`config.mk`:
```
export PLATFORM = sky130hd
export DESIGN_NAME = prescaled_digit_counter
export DESIGN_NICKNAME = d
export VERILOG_FILES = /design/src/rtl/prescaled_digit_counter_pkg.sv /design/src/rtl/prescaled_digit_counter_digit.sv /design/src/rtl/prescaled_digit_counter.sv
export SDC_FILE = /design/constraint.sdc
export NUM_CORES = 1
export LEC_CHECK = 0
export CAP_MARGIN = 25
export CORE_MARGIN = 3
export CORE_UTILIZATION = 56
export DETAILED_ROUTE_END_ITERATION = 8
export HOLD_SLACK_MARGIN = 0.12
export PLACE_DENSITY = 0.81
export SKIP_LAST_GASP = 1
export SLEW_MARGIN = 40
export SYNTH_ARGS = -nofsm -noshare
export SYNTH_HDL_FRONTEND = slang
export SYNTH_SLANG_ARGS = --single-unit
```
`constraint.sdc`:
```
create_clock -name clk -period 2.5 [get_ports clk]
set_input_delay 0.75 -clock clk [delete_from_list [all_inputs] [get_ports clk]]
set_output_delay 0.75 -clock clk [all_outputs]
set_load 0.01 [all_outputs]
```
`src/rtl/prescaled_digit_counter_pkg.sv`:
```
// Shared definitions for the prescaled digit counter and its digit cells.
package prescaled_digit_counter_pkg;

    // Every digit is one BCD-style nibble.
    localparam int DIGIT_W = 4;

    // Count direction of the digit cascade.
    typedef enum logic {
        MODE_UP   = 1'b0,
        MODE_DOWN = 1'b1
    } mode_e;

    // Width of the shifted compare value: the 8-bit switch value plus the shift.
    function automatic int cmp_width(input int cnt_w, input int cmp_shift);
        int w;
        w = cmp_shift + 8;
        if (w > cnt_w) begin
            w = cnt_w;
        end
        return w;
    endfunction

endpackage

```
`src/rtl/prescaled_digit_counter_digit.sv`:
```
// One modular up/down digit; wrap_out feeds the next digit's step_in.
module digit_cell
    import prescaled_digit_counter_pkg::*;
#(
    parameter int DIG_MAX = 9
) (
    input  logic               clk,
    input  logic               rst_n,
    input  logic               clear,
    input  logic               step_in,
    input  mode_e              mode,
    output logic [DIGIT_W-1:0] value,
    output logic               wrap_out
);

    localparam logic [DIGIT_W-1:0] TOP = DIGIT_W'(DIG_MAX);

    // The digit wraps on this edge when it is stepped while sitting at its end value.
    assign wrap_out = step_in && ((mode == MODE_UP) ? (value == TOP) : (value == '0));

    // Step the digit one position in the requested direction, wrapping at 0 / DIG_MAX.
    always_ff @(posedge clk or negedge rst_n) begin
        if (!rst_n) begin
            value <= '0;
        end else if (clear) begin
            value <= '0;
        end else if (step_in) begin
            if (mode == MODE_UP) begin
                value <= (value == TOP) ? '0 : value + DIGIT_W'(1);
            end else begin
                value <= (value == '0) ? TOP : value - DIGIT_W'(1);
            end
        end
    end

endmodule

```
`src/rtl/prescaled_digit_counter.sv`:
```
// Programmable prescaler driving a cascade of modulo-(DIG_MAX+1) digits.
module prescaled_digit_counter
    import prescaled_digit_counter_pkg::*;
#(
    parameter int CNT_W     = 24,
    parameter int CMP_SHIFT = 10,
    parameter int DIGITS    = 2,
    parameter int DIG_MAX   = 9
) (
    input  logic                      clk,
    input  logic                      rst_n,
    input  logic                      ena,
    input  logic [7:0]                cmp_in,
    input  logic                      mode_down,
    input  logic                      hold,
    input  logic                      clear,
    output logic                      tick,
    output logic [DIGIT_W*DIGITS-1:0] digits,
    output logic                      carry_out,
    output logic [7:0]                presc_low
);

    localparam int CMP_W = cmp_width(CNT_W, CMP_SHIFT);

    logic [CNT_W-1:0] presc;
    logic [CMP_W-1:0] cmp_full;
    logic [CNT_W-1:0] compare;
    logic             run;
    logic             wrap_now;
    logic [DIGITS:0]  step;
    mode_e            mode_sel;

    // Compare value is the switch byte shifted up; a value of zero ticks every cycle.
    assign cmp_full = CMP_W'(cmp_in) << CMP_SHIFT;
    assign compare  = CNT_W'(cmp_full);

    // Counting happens only when enabled and not held; clear overrides both.
    assign run      = ena && !hold;
    assign wrap_now = presc >= compare;
    assign mode_sel = mode_down ? MODE_DOWN : MODE_UP;
    assign step[0]  = !clear && run && wrap_now;

    // Digit cascade: each digit steps only when the one below it wraps on the same edge.
    for (genvar k = 0; k < DIGITS; k++) begin : g_digit
        digit_cell #(
            .DIG_MAX(DIG_MAX)
        ) u_cell (
            .clk     (clk),
            .rst_n   (rst_n),
            .clear   (clear),
            .step_in (step[k]),
            .mode    (mode_sel),
            .value   (digits[k*DIGIT_W +: DIGIT_W]),
            .wrap_out(step[k+1])
        );
    end

    // Prescaler with >= wrap so lowering cmp_in below the count wraps right away.
    always_ff @(posedge clk or negedge rst_n) begin
        if (!rst_n) begin
            presc     <= '0;
            tick      <= 1'b0;
            carry_out <= 1'b0;
        end else if (clear) begin
            presc     <= '0;
            tick      <= 1'b0;
            carry_out <= 1'b0;
        end else if (!run) begin
            tick      <= 1'b0;
            carry_out <= 1'b0;
        end else if (wrap_now) begin
            presc     <= '0;
            tick      <= 1'b1;
            carry_out <= step[DIGITS];
        end else begin
            presc     <= presc + CNT_W'(1);
            tick      <= 1'b0;
            carry_out <= 1'b0;
        end
    end

    assign presc_low = presc[7:0];

endmodule

```
==> out/qor.yml <==
r2r-start: "presc[8]"
max_freq_mhz: 404
setup_slack_ps: 21.7
routedWlPerCell_um: 16.3
arrival_ps: 2680
final-setup-viol-count: 0
die_h_um: 72.2
avgViaCountPerCell: 6.18
ioPinCount: 32
synth_edf_count: 0
min_path_cells: 1
clock_path_buffers: 2
critPathKind: "in2reg"
start_kind: "input pin"
final_common_cell: "dfrtp_1"
hpwl_um: 4170
regToRegSetupSlack_ps: 100
place.gp.congestion: 0.851
worstMarginPinSlew_ps: 591
antenna_found_initial: 0
ant_nets: 0
drv_cap: 0
die-area_um2: 5220
synth.cell_area_um2: 2460
area_delta_synth_final_pct: 30.6
clockRootBuffer: "clkbuf_8"
core_area_um2: 4120
die-width_um: 72.2
cp-end-kind: "register"
cp.required_ps: 2700
clk_pin_slew_ps: 70
synth_nets: 317
ir_worst_vdd_mv: 0.238
hold_ws_ps: 511
post-route-period-util_pct: 99.1
r2r_cells: 6
slew_headroom_pct: 60.5
drt-initial-drc-count: 313
p_seq_share_pct: 50.3
p_comb_share_pct: 11.7
clk_latency_ps: 290
ys_seq_area_share_pct: 34.6
cts_sinks: 34
timing_hold_violations_final: 0
grt-ovfl-total: 0
synth_warnings: 0
htreeDepth: 2
ys_ff_latch: 34
syn_avg_cell_area_um2: 8.62
yosysUniqueCellTypes: 47
rsz0062_at_grt: "true"
vias: 2336
hold_path_end: "presc[21]"
rows: 23
ctsHoldBuffers: 0
cts_buffers: 5
skew_ps: 9.57
grt_pass1_vias: 2295
synth_largest_area_cell: "dfrtp_1"
grt_max_degree: 35
yosys.area.top_type_share_pct: 34.6
grt_util_all_layers_pct: 25.1
p_int_uw: 830
finalCriticalPeriod_ps: 2480
netlist_instances: 285
synth.area.top_cells: "dfrtp_1, ha_1, nand2_1"
final_nets: 359
grt_pass1_wl_um: 10400
slew_viol_final: 0
finish.utilization_pct: 78.0
switching_power_uw: 269
io_buffer_count: 31
fillers: 286
drt_wl_total_um: 6160
cts_tree: "yes"
path_max_fanout: 7
power.density_nw_per_um2: 342
async_flop_share_pct: 100
leakagePower_nw: 1.38
status: "completed"
ys.flop_type: "dfrtp_1"
remaining_drc_errors: 0
p_sw_share_pct: 24.5
r2r_end: "g_digit[1].u_cell.value[2]"
start_util_pct: 59.7
min_path_type: "reg2reg"
p_clk_share_pct: 38.0
diodes: 0
pre_cts_ws_ps: -548
dr.pass1.iters: 4
hp-start: "presc[21]"
final_layout_size_suffix_gt1_share_pct: 19.5
layout_common_cells: "dfrtp_1, nand2_1, clkdlybuf4s50_1"
==> metrics by stage <==
stage	total power, mW	TNS, ps	instances	area, µm²
6_report	1.10	0	378	3210
5_1_grt	1.15	-190	378	3210
4_1_cts	1.10	-82.5	378	3180
3_3_place_gp	0.681	-11110	365	2890
2_1_floorplan	0.624	-5.60	285	2460
3_5_place_dp	0.685	-12620	365	2890
==> state kept, by name (all words and copies together), names as in the netlist <==
name and cells:
g_digit.u_cell.value 8, tick 1, presc 24, carry_out 1
==> final cells by class <==
type,count,area (µm²),area share (%)
clock buffer,7,86.3,2.69
clock inverter,1,5.00,0.156
inverter,19,71.3,2.22
multi-input combinational,210,1560,48.6
sequential,34,851,26.5
tap,50,62.6,1.95
timing repair buffer,57,574,17.9
==> worst max-delay path, stage by stage <==
cell           delay, ps
dlygate4sd2_1        230
inv_2                 60
ha_4                 190
buf_6                120
a21oi_4              120
o21ai_2               90
o41ai_4              490
buf_6                230
buf_6                140
a41oi_1              150
o31ai_2              100
==> power by group through the flow <==
stage	clock (mW)	combinational, mW	sequential [mW]
3_3_place_gp	0	0.118	0.564
4_1_cts	0.424	0.127	0.553
3_5_place_dp	0	0.121	0.563
2_1_floorplan	0	0.0596	0.565
6_report	0.417	0.129	0.553
5_1_grt	0.454	0.142	0.553
==> cell usage after synthesis, types with 2 or more instances <==
cell type / n
o21ai_0: 10
a21oi_1: 10
ha_1: 18
a22oi_1: 3
and2_1: 2
nand4b_1: 3
xor2_1: 2
nand3b_1: 3
a31oi_1: 11
nor3_1: 9
nand4_1: 6
o211ai_1: 5
nand3_1: 20
clkbuf_1: 12
inv_1: 19
a41oi_1: 2
nor4_1: 3
nor2_1: 11
nand2_1: 33
and4_1: 2
or4_1: 4
a211oi_1: 2
mux2i_1: 9
o2111ai_1: 3
and3_1: 10
nor2b_1: 4
buf_4: 8
or3_1: 2
o31ai_1: 5
dfrtp_1: 34
nand2b_1: 4
==> metal layers <==
layer | wire [µm] | vias to the layer above | global-route usage (%)
met2 | 2970 | 89 | 41.1
met4 | 144 | 0 | 9.60
met5 | 0 | - | 0
met3 | 351 | 15 | 4.29
met1 | 2700 | 1104 | 33.2
li1 | - | 1128 | -
==> how the worst max path moves through the flow <==
stage,endpoint,slack [ps],start,cells past startpoint
floorplan,presc[8],-6,cmp_in[5],8
global placement,presc[14],-510,cmp_in[5],9
detailed placement,g_digit[1].u_cell.value[2],-550,cmp_in[5],9
CTS,g_digit[1].u_cell.value[2],-80,cmp_in[3],9
global route,g_digit[1].u_cell.value[2],-50,cmp_in[5],10
finish,presc[14],20,cmp_in[5],11
==> kinds of logic after synthesis <==
kind of cell / count (synthesis) / share of synthesized area (%)
and+or+nand+nor: 121 / 27.0
AOI/OAI and AO/OA: 60 / 17.3
buffers and inverters: 41 / 7.54
DFF: 34 / 34.6
adders and majority gates: 18 / 9.17
muxes: 9 / 3.67
xor gates and xnor gates: 2 / 0.713
==> timing repair <==
action,4_1_cts,5_1_grt
gates cloned,2,1
gates resized for setup,31,16
buffers inserted,3,1
endpoints found under the setup margin,27,4
pin swaps,14,7
(Power assumes the default switching activity.)
